## src/rtl/demux1_4_tdm.sv

```systemverilog
// Receive side of the 4:1 TDM mux tree: spreads a slot-tagged sample stream
// over four registered lanes and tracks frame alignment with a hunt/lock FSM.
module demux1_4_tdm #(
  parameter int WIDTH = 8
) (
  input  logic             clk,
  input  logic             rst,
  input  logic             mode,
  input  logic             s0,
  input  logic             s1,
  input  logic             in_valid,
  input  logic             in_sof,
  input  logic [WIDTH-1:0] in_data,
  output logic [WIDTH-1:0] out0,
  output logic [WIDTH-1:0] out1,
  output logic [WIDTH-1:0] out2,
  output logic [WIDTH-1:0] out3,
  output logic [3:0]       out_valid,
  output logic             frame_done,
  output logic             sync_err,
  output logic             locked
);

  typedef enum logic {
    HUNT   = 1'b0,
    LOCKED = 1'b1
  } state_t;

  state_t           state_q, state_d;
  logic [1:0]       slot_q, slot_d;
  logic [WIDTH-1:0] lane_q [4];
  logic [WIDTH-1:0] lane_d [4];
  logic [3:0]       out_valid_q, out_valid_d;
  logic             frame_done_q, frame_done_d;
  logic             sync_err_q, sync_err_d;

  logic             wr_en;
  logic [1:0]       wr_lane;

  // Slot decode: decides whether this sample is written, where, and how the
  // framing state moves. Addressed mode bypasses the FSM and freezes it.
  always_comb begin
    state_d      = state_q;
    slot_d       = slot_q;
    wr_en        = 1'b0;
    wr_lane      = 2'd0;
    frame_done_d = 1'b0;
    sync_err_d   = 1'b0;

    if (in_valid) begin
      if (mode) begin
        wr_en   = 1'b1;
        wr_lane = {s1, s0};
      end else begin
        unique case (state_q)
          HUNT: begin
            if (in_sof) begin
              wr_en   = 1'b1;
              wr_lane = 2'd0;
              slot_d  = 2'd1;
              state_d = LOCKED;
            end
          end
          LOCKED: begin
            if (in_sof) begin
              // An SOF always realigns to slot 0; only mid-frame is an error.
              sync_err_d = (slot_q != 2'd0);
              wr_en      = 1'b1;
              wr_lane    = 2'd0;
              slot_d     = 2'd1;
            end else if (slot_q == 2'd0) begin
              sync_err_d = 1'b1;
              slot_d     = 2'd0;
              state_d    = HUNT;
            end else begin
              wr_en        = 1'b1;
              wr_lane      = slot_q;
              slot_d       = slot_q + 2'd1;
              frame_done_d = (slot_q == 2'd3);
            end
          end
          default: begin
            state_d = HUNT;
            slot_d  = 2'd0;
          end
        endcase
      end
    end
  end

  always_comb begin
    for (int i = 0; i < 4; i++) begin
      lane_d[i] = lane_q[i];
    end
    out_valid_d = 4'b0000;
    if (wr_en) begin
      lane_d[wr_lane]      = in_data;
      out_valid_d[wr_lane] = 1'b1;
    end
  end

  always_ff @(posedge clk or posedge rst) begin
    if (rst) begin
      state_q      <= HUNT;
      slot_q       <= 2'd0;
      out_valid_q  <= 4'b0000;
      frame_done_q <= 1'b0;
      sync_err_q   <= 1'b0;
      for (int i = 0; i < 4; i++) begin
        lane_q[i] <= '0;
      end
    end else begin
      state_q      <= state_d;
      slot_q       <= slot_d;
      out_valid_q  <= out_valid_d;
      frame_done_q <= frame_done_d;
      sync_err_q   <= sync_err_d;
      for (int i = 0; i < 4; i++) begin
        lane_q[i] <= lane_d[i];
      end
    end
  end

  assign out0       = lane_q[0];
  assign out1       = lane_q[1];
  assign out2       = lane_q[2];
  assign out3       = lane_q[3];
  assign out_valid  = out_valid_q;
  assign frame_done = frame_done_q;
  assign sync_err   = sync_err_q;
  assign locked     = (state_q == LOCKED);

endmodule

```

## config.mk

```make
export PLATFORM = sky130hd
export DESIGN_NAME = demux1_4_tdm
export DESIGN_NICKNAME = d
export VERILOG_FILES = /design/src/rtl/demux1_4_tdm.sv
export SDC_FILE = /design/constraint.sdc
export NUM_CORES = 1
export LEC_CHECK = 0
export CAP_MARGIN = 20
export CORE_MARGIN = 1
export CORE_UTILIZATION = 49
export CTS_CLUSTER_DIAMETER = 40
export DETAILED_ROUTE_END_ITERATION = 7
export PLACE_DENSITY = 0.83
export SYNTH_ARGS = -nofsm -noshare
export SYNTH_HDL_FRONTEND = slang
export SYNTH_SLANG_ARGS = --single-unit
```

## constraint.sdc

```tcl
create_clock -name clk -period 3.8 [get_ports clk]
set_input_delay 0.57 -clock clk [delete_from_list [all_inputs] [get_ports clk]]
set_output_delay 0.57 -clock clk [all_outputs]
set_load 0.02 [all_outputs]
```

# Word level (Yosys, flattened, before mapping)
# Index checks and enable logic that the tools add are counted.
# totals
ff_bits	41
word_cells	56
output_inout_bits	39
# op_classes
n_addsub	1
n_reduce_logical	6
eq_ne	2
n_lt_le_gt_ge	4
bitwise_logic	3
n_mux	31
# op_table
operator	n
32-bit bitwise mux	1
8-bit demux with 2-bit select	1
1-bit 2-to-1 mux	16
2-bit 2-to-1 mux	7
8-bit 2-to-1 mux	1
2-bit one-hot mux with 2 select lines	2
4-bit 2-to-1 mux	1
3-bit greater-or-equal comparator (second input constant)	1
2-bit by 3-bit < comparator with 1-bit output (second input constant)	1
3-bit by 1-bit < comparator with 1-bit output (second input constant)	1
2-bit NOT with 3-bit output	1
3-bit AND reduction	1
2-bit by 1-bit adder with 2-bit output (second input constant)	1
1-bit demux with 2-bit select	1
2-bit == test (second input constant)	1
2-bit by 1-bit greater-or-equal comparator with 1-bit output (second input constant)	1
1-bit logical AND	2
2-bit logical NOT	1
2-bit inequality test (second input constant)	1
1-bit NOT	2
1-bit one-hot mux with 2 select lines	1
2-bit AND reduction	1
2-bit nonzero test	1

# Longest topological paths before layout
# Gate-level depths: netlist (run 1).
# logic_depth
ltp_word	12
depth_mapped	8

# Worst setup path before layout (run 1)
# Ideal clock, no wire load.
# synth_timing
path_kind	reg-to-reg
start	register slot_q[0]
end	register lane_q, in the netlist out0[0]
path_stages_with_launch	9
setup_slack_ns	1.629
t_arrival_ns	2.046
path_buffers	1
cell_sequence	dfrtp_1 -> inv_1 -> ha_1 -> ha_1 -> and2b_2 -> o31ai_4 -> or3b_1 -> buf_6 -> mux2_4
# synth_between
elab_chain_cells	12
# synth_rtl
item	line_no	text
from (decl)	30	logic [1:0] slot_q, slot_d;
from (signal assigned)	114	slot_q <= slot_d;
2-bit logical NOT	71	end else if (slot_q == 2'd0) begin
2-bit 2-to-1 mux	71	
2-bit 2-to-1 mux	65	if (in_sof) begin
2-bit one-hot mux with 2 select lines	55	unique case (state_q)
2-bit 2-to-1 mux	51	if (mode) begin
2-bit 2-to-1 mux	50	if (in_valid) begin
2-bit NOT with 3-bit output (not written as such)	97	lane_d[wr_lane] = in_data;
3-bit greater-or-equal comparator (not written as such) / 3-bit by 1-bit < comparator with 1-bit output (equally long branches)	97	
1-bit logical AND (not written as such)	97	
8-bit 2-to-1 mux (not written as such)	97	
8-bit demux with 2-bit select	97	
32-bit bitwise mux	97	
to (signal, indexed assignment)	119	lane_q[i] <= lane_d[i];
to (decl)	31	logic [WIDTH-1:0] lane_q [4];
# Parallel ways exist; a longest one is shown, timed or not.
# A chain may end at the register's enable or synchronous reset.

# Worst setup path after layout (run 1)
# layout_timing
start	input in_sof
end	register lane_q, in the netlist out0[1]
# layout_between
elab_chain_cells	10
# layout_rtl
item	line_no	text
from (decl)	12	input logic in_sof,
2-bit 2-to-1 mux	65	
2-bit one-hot mux with 2 select lines	55	
2-bit 2-to-1 mux	51	
2-bit 2-to-1 mux	50	
2-bit NOT with 3-bit output (not written as such)	97	
3-bit greater-or-equal comparator (not written as such) / 3-bit by 1-bit < comparator with 1-bit output (equally long branches)	97	
1-bit logical AND (not written as such)	97	
8-bit 2-to-1 mux (not written as such)	97	
8-bit demux with 2-bit select	97	
32-bit bitwise mux	97	
# Parallel ways exist; a longest one is shown, timed or not.

==> results of run 1 <==
worst paths after layout:
check | end | slack (ps)
min in group asynchronous | out2[0]$_DFFE_PP0P_ | 650
setup reg to reg | out0[1]$_DFFE_PP0P_ | 1230
hold / removal | out1[7]$_DFFE_PP0P_ | 520
hold reg to reg | out1[7]$_DFFE_PP0P_ | 520
max in group asynchronous | out0[2]$_DFFE_PP0P_ | 2800
setup / recovery | out0[1]$_DFFE_PP0P_ | 1120
registers in the layout (all words and copies together) (netlist names):
name        cells
sync_err        1
frame_done      1
out_valid       4
locked          1
out1            8
out0            8
slot_q          2
out3            8
out2            8
routing by layer:
metal,up-vias,part of all wire [%],global-route usage [%]
li1,505,-,-
met1,539,42,23.7
met2,42,52,34.9
met3,4,4.6,3.93
met4,0,0.84,7.62
met5,-,0,0
worst max-delay path: cells and delay by family:
kind                       cells  cell delay (ps)
buffers and inverters          2              680
muxes                          1              350
and+or+nand+nor                2              760
AOI/OAI and AO/OA              1              370
adders and majority gates      1              180
layout make-up:
cell class / count / share of cell area (%)
inverter: 5 / 0.777
clock inverter: 1 / 1.24
tap: 46 / 2.38
timing repair buffer: 55 / 22.6
sequential: 41 / 42.5
multi-input combinational: 61 / 28.2
clock buffer: 7 / 2.28
per-stage QoR:
step	cell area [µm²]	total power [µW]	worst slack, ps	hold slack [ps]
after floorplan	1760	1310	1630	537
after global placement	2330	1730	918	488
after detailed placement	2330	1780	767	495
after CTS	2410	2070	1140	521
after global routing	2410	2170	1080	532
final	2410	2050	1120	518
power by group:
part           internal [µW]  switching [µW]
sequential               630             126
clock                    157             131
combinational            549             453
logic make-up (layout without fill, tap and decap cells):
kind of cell | after synthesis | in the layout
compound gates | 9 | 9
fa+ha+maj | 4 | 4
buf+inv | 9 | 68
flops | 41 | 41
mux | 33 | 33
simple gates | 15 | 15
cell usage in the layout (no fill, tap or decap), types with 2 or more instances in the layout:
cell             instances
inv_1                    5
mux2_4                   8
nor3_4                   2
buf_4                    2
and2b_2                  3
dfrtp_1                 41
clkbuf_4                 5
o21ai_0                  3
clkdlybuf4s50_1         53
ha_1                     4
mux2_2                  24
a21oi_1                  2
==> impl_metrics.tcl, run 1 <==
set metrics [dict create \
    hold_buffers 0 \
    cap_violations 0 \
    synthTopCellsByCount "dfrtp_1 (41), mux2_2 (24), mux2_4 (8)" \
    yosysTopAreaCell "dfrtp_1" \
    async_flop_share_pct 100 \
    synth_compound_area_share_pct 3.99 \
    final_cells 216 \
    synth-xor-area-share_pct 0 \
    p_leak_uw 0.00106 \
    route.detailed.drc 0 \
    grt_usage_pct 19.7 \
    dp_hpwl_um 2590 \
    initial_core_util_pct 51.9 \
    grt-ovfl-total 0 \
    skew_ps 4.93 \
    synthAdderAreaFrac_pct 2.85 \
    htreeDepth 2 \
    synth-simple-area-share_pct 8.47 \
    critPathMaxFanout 9 \
    outcome "complete, no violations" \
    crit_chain "clkdlybuf4s50_1, inv_1, ha_1, and2b_2, o31ai_4, or3b_1, mux2_4" \
    multi_input_area_um2 682 \
    via_per_inst 5.05 \
    hold_viol 0 \
    fin_crit_ps 2680 \
    ys_ff_latch 41 \
    worstMarginPinSlew_ps 542 \
    io_buffer_count 53 \
    first_pass_iters 4 \
    n_antenna_cell 0 \
    grt_pass1_vias 1074 \
    crit_path_max_incr_delay_ps 540 \
    arrival_ps 2910 \
    syn_area_mm2 0.00176 \
    synth_cell_types 27 \
    crit_required_ps 4020 \
    clkLatencyLatePin_ps 330 \
    wl_per_cell_um 16.1 \
    fp.dieW_um 61.9 \
    setup_viol 0 \
    die_h_um 61.9 \
    startpoint_type "input pin" \
    hold_depth 1 \
    critPathCaptureType "flop" \
    finalCritPeriodShare_pct 70.6 \
    fin_util_pct 71.2 \
    synthFlopType "dfrtp_1" \
    drt_iter0_markers 43 \
    tritoncts "done" \
    drt_wl_total_um 3470 \
    drive_gt1_share_pct 29.4 \
    critPathKind "input pin to flop" \
    synth_warnings 0 \
    maxSlewHeadroom_pct 63.7 \
    avgSynthCellArea_um2 15.8 \
    via_count 1090 \
    synth_enable_flop_cells 0 \
    synth_mux_area_share_pct 23.5 \
    reg2reg_depth 7 \
    setup_tns_ps 0 \
    grt_pass1_wl_um 5190 \
    clk_path_buf_depth 2 \
    yosysSeqAreaShare_pct 58.4 \
    ioPinCount 54 \
    synth_top_family_by_area "multiplexers" \
    core_mm2 0.00339 \
    cts.sinks 41 \
    r2r_start "slot_q[0]$_DFFE_PP0P_" \
    ant_nets 0 \
    clk_pin_slew_ps 110 \
    synth_nets 130 \
    drv_slew 0 \
    rsz0062_at_grt "no" \
    antenna_found_initial 0 \
    cts-resized-gates 0 \
    numCtsBuffers 5 \
    worstSetupStartpoint "in_sof" \
    die_area_mm2 0.00383 \
    min_path_type "flop to flop" \
    post_cts_buffers 0 \
    min_from "out1[7]$_DFFE_PP0P_" \
    cp_slowest_cell "clkdlybuf4s50_1" \
    yosysMostFrequentCell "dfrtp_1" \
    netlist_instances 111 \
    syn_to_final_growth_pct 37.4 \
    max_clock_freq_mhz 373 \
    ctsRootBufferMaster "clkbuf_4" \
    power_density_mw_per_mm2 847 \
    ir_drop_mv 0.406 \
    gp_congestion 0.674 \
    layout.nets 188 \
    dp.cells 208 \
    synth_top_area_share_pct 58.4 \
    synth.area.top_cells "dfrtp_1 (58%), mux2_2 (15%), mux2_4 (6.8%), ha_1 (2.8%), nor3_4 (1.9%)" \
    n_fill_cell 224 \
    ff_latch_area_mm2 0.00103 \
    num_rows 21 \
    grt_max_degree 42 \
]
No activity file was read; power rests on OpenSTA's default activity.
==> run 2, diff against run 1 <==
- CORE_UTILIZATION: 49 -> 46
- PLACE_DENSITY: 0.83 -> 0.79
- clock period: 3.8 -> 2.5 ns (I/O delays scaled with it)
==> impl_metrics.tcl, run 2 (synthesis results as in run 1) <==
set metrics [dict create \
    ant_nets 0 \
    cts.sinks 41 \
    via_count 1079 \
    ff_latch_area_mm2 0.00103 \
    io_buffer_count 53 \
    layout_commonest_cell "clkdlybuf4s50_1" \
    grt_pass1_wl_um 5530 \
    arrival_ps 2490 \
    drv_slew 0 \
    final_cell_mix "clkdlybuf4s50_1 (53), dfrtp_1 (41), mux2_2 (24), mux2_4 (8), buf_4 (8)" \
    critPathCaptureType "flop" \
    n_fill_cell 258 \
    cap_violations 0 \
    clk_path_buf_depth 2 \
    die_h_um 63.8 \
    combPwrFrac_pct 48.0 \
    critPathMaxFanout 9 \
    setup_tns_ps 0 \
    worstSetupStartpoint "slot_q[0]$_DFFE_PP0P_" \
    critPathKind "flop to flop" \
    worstMarginPinSlew_ps 492 \
    core_mm2 0.00366 \
    rsz0062_at_grt "no" \
    dp_hpwl_um 2370 \
    hold_ws_ps 506 \
    numCtsBuffers 5 \
    syn_to_final_growth_pct 41.4 \
    fin_util_pct 67.9 \
    initial_core_util_pct 48.0 \
    p_int_uw 2090 \
    first_pass_iters 5 \
    p_leak_uw 0.00110 \
    min_path_type "input pin to asynchronous set/reset pin" \
    finalCritPeriodShare_pct 93.0 \
    htreeDepth 2 \
    place_area_mm2 0.00238 \
    startpoint_type "flop" \
    hold_buffers 0 \
    ir_drop_mv 0.717 \
    setup_viol 0 \
    fin_area_mm2 0.00249 \
    switching_share_pct 33.6 \
    wl_per_cell_um 14.2 \
    p_seq_share_pct 36.4 \
    fin_crit_ps 2320 \
    die_area_mm2 0.00407 \
    multi_input_area_um2 687 \
    fp.dieW_um 63.8 \
    crit_required_ps 2670 \
    drt_iter0_markers 44 \
    layout.nets 194 \
    ioPinCount 54 \
    gp_congestion 0.737 \
    switchingPower_uw 1060 \
    via_per_inst 4.84 \
    power_density_mw_per_mm2 1270 \
    total_power_uw 3150 \
    p_clk_share_pct 15.5 \
    antenna_found_initial 0 \
    tritoncts "done" \
    drt_wl_total_um 3180 \
    clkLatencyLatePin_ps 280 \
    clk_pin_slew_ps 70 \
    route.detailed.drc 0 \
    skew_ps 6.07 \
    grt_usage_pct 18.2 \
    ctsRootBufferMaster "clkbuf_8" \
    hold_viol 0 \
    num_rows 22 \
    outcome "complete, no violations" \
    grt_pass1_vias 1135 \
    n_antenna_cell 0 \
    grt_max_degree 42 \
    max_clock_freq_mhz 430 \
    drive_gt1_share_pct 32.6 \
    maxSlewHeadroom_pct 67.2 \
    grt-ovfl-total 0 \
    r2r_start "slot_q[0]$_DFFE_PP0P_" \
]
[run 2: changes by cell type in the layout (fill, tap and decap cells not counted)]
cell      delta
clkbuf_8     +4
buf_4        +6
clkbuf_4     -5
nor3b_2      +1
clkbuf_1     -1
nor3b_1      -1
clkinv_2     +1
[run 2: cell type report]
class	instances	share of cell area, %
multi-input combinational	61	27.6
clock buffer	5	2.77
timing repair buffer	61	23.8
clock inverter	2	1.41
tap	48	2.42
inverter	5	0.755
sequential	41	41.3
[run 2: what timing repair did]
item / CTS / global route
setup buffers: 0 / 0
setup endpoints to repair: 0 / 8
resized for setup: 0 / 0
[run 2: layer usage]
metal	share of wire [%]	wire [µm]	global-route usage [%]	vias up
met5	0	0	0	-
met4	0.41	13	7.67	0
met1	42	1330	21.9	528
li1	-	-	-	519
met2	54	1710	30.7	30
met3	3.7	116	4.64	2
[run 2: stage by stage]
| step | std cells | worst slack (ps) |
|---|---|---|
| final | 223 | 176 |
| after CTS | 223 | 115 |
| after global placement | 216 | 76.0 |
| after detailed placement | 216 | 15.9 |
| after floorplan | 111 | 329 |
| after global routing | 223 | 12.7 |
[run 2: worst paths after layout]
check / cells past startpoint / slack, ps / endpoint
max in group asynchronous: 3 / 1650 / out0[0]$_DFFE_PP0P_
worst max register to register: 8 / 180 / out0[3]$_DFFE_PP0P_
worst max-delay path: 8 / 180 / out0[3]$_DFFE_PP0P_
worst min register to register: 1 / 510 / out3[5]$_DFFE_PP0P_
min in group clk: 1 / 510 / out3[5]$_DFFE_PP0P_
worst min-delay path: 3 / 510 / slot_q[0]$_DFFE_PP0P_
[run 2: power by group through the flow]
stage	clock, µW	sequential [µW]	combinational, µW
floorplan	0	1480	512
global placement	0	1140	1500
detailed placement	0	1160	1530
CTS	509	1150	1540
global route	534	1190	1610
finish	490	1150	1510
[run 2: critical path, stage by stage, from the launching register on]
cell	delay [ps]
dfrtp_1	420
inv_1	100
ha_1	240
ha_1	190
and2b_2	230
o31ai_4	340
or3b_1	170
buf_4	200
mux2_4	310
==> run 3, diff against run 2 <==
- ABC_CLOCK_PERIOD_IN_PS: not set -> 2500
- REMOVE_ABC_BUFFERS: not set -> 1
==> impl_metrics.tcl, run 3 (synthesis results as in run 1) <==
set metrics [dict create \
    crit_path_max_incr_delay_ps 430 \
    layout.nets 193 \
    initial_core_util_pct 48.0 \
    dpl_worst_slack_ps -1.91 \
    antenna_found_initial 0 \
    htreeDepth 2 \
    ctsRootBufferMaster "clkbuf_8" \
    tritoncts "done" \
    clkLatencyLatePin_ps 290 \
    skew_ps 6.08 \
    grt_max_degree 42 \
    grt_usage_pct 19.3 \
    fin_crit_ps 2380 \
    core_mm2 0.00366 \
    drive_gt1_share_pct 32.2 \
    cts-resized-gates 0 \
    cp_top_family "adder cells" \
    rsz0062_at_grt "no" \
    ioPinCount 54 \
    gp_congestion 0.787 \
    path_buf_inv 2 \
    clk_pin_slew_ps 70 \
    finalCritPeriodShare_pct 95.0 \
    dp_hpwl_um 2480 \
    route.detailed.drc 0 \
    grt_pass1_wl_um 5840 \
    max_clock_freq_mhz 421 \
    fp.dieW_um 63.8 \
    hold_viol 0 \
    p_leak_uw 0.00110 \
    num_rows 22 \
    critPathKind "flop to flop" \
    critPathCaptureType "flop" \
    cpMostUsedCell "ha_1" \
    min_path_type "input pin to asynchronous set/reset pin" \
    io_buffer_count 53 \
    n_fill_cell 268 \
    numCtsBuffers 5 \
    crit_required_ps 2680 \
    fin_area_mm2 0.00250 \
    n_antenna_cell 0 \
    cp_slowest_cell "dfrtp_1" \
    die_h_um 63.8 \
    ant_nets 0 \
    setup_tns_ps 0 \
    wl_per_cell_um 15.5 \
    first_pass_iters 4 \
    die_area_mm2 0.00407 \
    critPathMaxFanout 9 \
    layout_setup_ws_ps 125 \
    place_area_mm2 0.00240 \
    cts.sinks 41 \
    setup_viol 0 \
    outcome "complete, no violations" \
    power_density_mw_per_mm2 1280 \
    maxSlewHeadroom_pct 66.6 \
    drt_iter0_markers 51 \
    final_cell_mix "clkdlybuf4s50_1 (53), dfrtp_1 (41), mux2_2 (24), mux2_4 (8)" \
    grt-ovfl-total 0 \
    syn_to_final_growth_pct 42.4 \
    worstMarginPinSlew_ps 501 \
    hold_buffers 0 \
    ff_latch_area_mm2 0.00103 \
    clk_path_buf_depth 2 \
    grt_pass1_vias 1190 \
    ir_drop_mv 0.771 \
    drt_wl_total_um 3440 \
    multi_input_area_um2 687 \
    drv_slew 0 \
    crit_chain "inv_1, ha_1, ha_1, and2b_2, o31ai_4, or3b_1, buf_4, mux2_4" \
    cap_violations 0 \
    layout_commonest_cell "clkdlybuf4s50_1" \
    startpoint_type "flop" \
    arrival_ps 2550 \
    via_per_inst 5.01 \
    via_count 1113 \
]
[run 3: cell types whose count changed in the layout (fill, tap and decap cells not counted)]
cell and change:
buf_4 -3, buf_12 +2
[run 3: per-layer routing]
metal	wire, µm	global-route usage, %	vias up
met5	0	0	-
met4	45	5.11	0
met3	119	5.18	4
met2	1850	34.3	30
met1	1430	23.0	563
li1	-	-	516
[run 3: timing repair]
item	4_1_cts	5_1_grt
setup endpoints to repair	0	4
endpoints found under the hold margin	0	0
setup buffers	0	0
[run 3: stage by stage]
step                power, µW  std cells  hold slack, ps  utilization, %
floorplan                1960        107             524               -
global placement         2650        215             489            65.6
detailed placement       2720        215             496            65.6
CTS                      3240        222             513            68.4
global route             3380        222             528            68.4
finish                   3200        222             503            68.4
[run 3: path summary, 6_finish.rpt]
path	from	end	slack [ps]	cells past startpoint
worst max register to register	slot_q[0]$_DFFE_PP0P_	out0[7]$_DFFE_PP0P_	120	8
worst min-delay path	rst	sync_err$_DFF_PP0_	500	3
max in group asynchronous	rst	slot_q[1]$_DFFE_PP0P_	1650	3
min in group clk	out3[3]$_DFFE_PP0P_	out3[3]$_DFFE_PP0P_	510	1
worst max-delay path	slot_q[0]$_DFFE_PP0P_	out0[7]$_DFFE_PP0P_	120	8
worst min register to register	out3[3]$_DFFE_PP0P_	out3[3]$_DFFE_PP0P_	510	1
[run 3: cell type report]
class / count / area share [%]
Sequential cell: 41 / 41.0
Multi-Input combinational cell: 61 / 27.4
Timing Repair Buffer: 60 / 24.3
Clock buffer: 5 / 2.75
Tap cell: 48 / 2.40
Clock inverter: 2 / 1.40
Inverter: 5 / 0.750
[run 3: worst reg2reg max path, cell delays in order, from the launching register on]
cell     delay [ps]
dfrtp_1         430
inv_1           110
ha_1            260
ha_1            200
and2b_2         240
o31ai_4         340
or3b_1          180
buf_4           200
mux2_4          320
[run 3: power breakdown]
part	internal [µW]	switching, µW
Sequential	960	189
Combinational	850	693
Clock	290	214
Total	2100	1100
==> patch (settings of run 3) <==
Reset style: synchronous (`rst`), changed in one clocked block.
--- a/src/rtl/demux1_4_tdm.sv
+++ b/src/rtl/demux1_4_tdm.sv
@@ -101,3 +101,3 @@
 
-  always_ff @(posedge clk or posedge rst) begin
+  always_ff @(posedge clk) begin
     if (rst) begin
Behaviour: differs if rst is asserted again (counterexample within 4 cycles, from zero or initial values and one cycle with rst high); with rst held inactive, the same outputs for 10 cycles.
==> patch against run 3 <==
- area after synthesis increased by 0.50%
- cell count increased by 21%
- final area decreased by 0.55%
- worst hold slack got worse by 0.024 ns
- worst setup slack improved by 0.37 ns
- die area increased by 0.47%
- sequential share of layout area decreased by 8.0 points
- routed wire length increased by 4.3%
- critical path depth unchanged
- sequential cell count unchanged
- critical path type is now in -> reg
- critical endpoint is now lane_q[0][5]
Power is not compared: it rests on default switching activity, and its combinational part moved more than twofold at a synthesized area within 25%.
==> patch: results (changes against run 3) <==
Synthesis
  • Sequential-to-total area share from yosys stat: 46.5% (was 58.4%)
  • Ys flop type: dfxtp_1 (was dfrtp_1)
  • Post-synth top cells: 41 x dfxtp_1, 41 x nand2b_1, 32 x mux2i_1 (was 41 x dfrtp_1, 24 x mux2_2, 8 x mux2_4)
  • Asr flop ratio synth: 0% (was 100%)
  • Top cells by area, synth: dfxtp_1 46%, mux2i_1 18%, nand2b_1 15% (was dfrtp_1 58%, mux2_2 15%, mux2_4 6.8%)

Detailed routing
  • Via count: 1,328 (was 1,113)
  • DRT iter0 DRCs: 59 (was 51)
  • Met2 wire len: 1680 um (was 1850 um)
  • Routed metal-1 wire length: 1640 um (was 1430 um)
  • WL final: 3590 um (was 3440 um)

Global route
  • All-Layer GR Usage: 19.7% (was 19.3%)
  • GR Layer Usage met2: 30.6% (was 34.3%)
  • Met3 Use GR: 5.54% (was 5.18%)

STA
  • Skew final: 0.00533 ns (was 0.00608 ns)
  • Worst Tran Pin Value: 0.400 ns (was 0.501 ns)

Critical path
  • RR Endpoint: lane_q[0][5] (was out0[7])
  • CP max FO: 8 (was 9)
  • Critical path arrival: 2.22 ns (was 2.55 ns)
  • R2R cell count: 7 (was 8)

Status
  • Status: completed (unchanged)

Placed design
  • Final HPWL from detailed placement: 2520 um (was 2480 um)
  • RePlAce Congestion: 0.760 (was 0.787)

Final layout
  • Layout cell share with drive strength beyond 1: 9.50% (was 32.2%)
  • Final #Nets: 240 (was 193)

Hold path
  • Hold Path Class: reg -> reg (was in -> async)
==> patch: worst max-delay path by stage <==
stage | end | start | slack (ns) | cells after the start
2_1_floorplan | lane_q[1][0] | locked | 0.74 | 4
3_3_place_gp | lane_q[0][5] | in_sof | 0.29 | 8
3_5_place_dp | lane_q[0][5] | in_sof | 0.18 | 8
4_1_cts | lane_q[0][5] | in_sof | 0.49 | 8
5_1_grt | lane_q[0][6] | in_sof | 0.39 | 8
6_report | lane_q[0][5] | in_sof | 0.50 | 8
==> patch: through the flow <==
stage          setup slack [ns]  hold slack [ns]  power [uW]  area [um2]  cells
2_1_floorplan             0.737            0.447         795        1730    155
3_3_place_gp              0.285            0.460         886        2370    261
3_5_place_dp              0.179            0.460         890        2370    261
4_1_cts                   0.491            0.481        1430        2490    269
5_1_grt                   0.385            0.507        1480        2490    269
6_report                  0.498            0.478        1420        2490    269
==> patch: logic make-up (layout without fill, tap and decap cells) <==
kind of cell | Yosys count | after routing | share of synthesized area (%)
fa+ha+maj | 5 | 5 | 3.54
compound gates | 8 | 8 | 4.11
buf+inv | 11 | 70 | 2.76
simple gates | 65 | 65 | 25.0
mux | 32 | 32 | 18.1
flops | 41 | 41 | 46.5
==> patch: critical path: cells and delay by family <==
family / cells / cell delay (ns)
AO/OA/AOI/OAI: 1 / 0.09
multiplexers: 1 / 0.21
buffers and inverters: 3 / 0.94
adder cells (fa/ha/maj): 1 / 0.23
AND/OR/NAND/NOR: 2 / 0.37
==> patch: layout make-up <==
class	instances	area, um2
repair buffers	58	581
well taps	48	60.1
clock buffers	7	86.3
clock inverters	1	30.0
fillers	286	1170
multi-input cells	110	897
inverters	4	15.0
flip-flops and latches	41	821
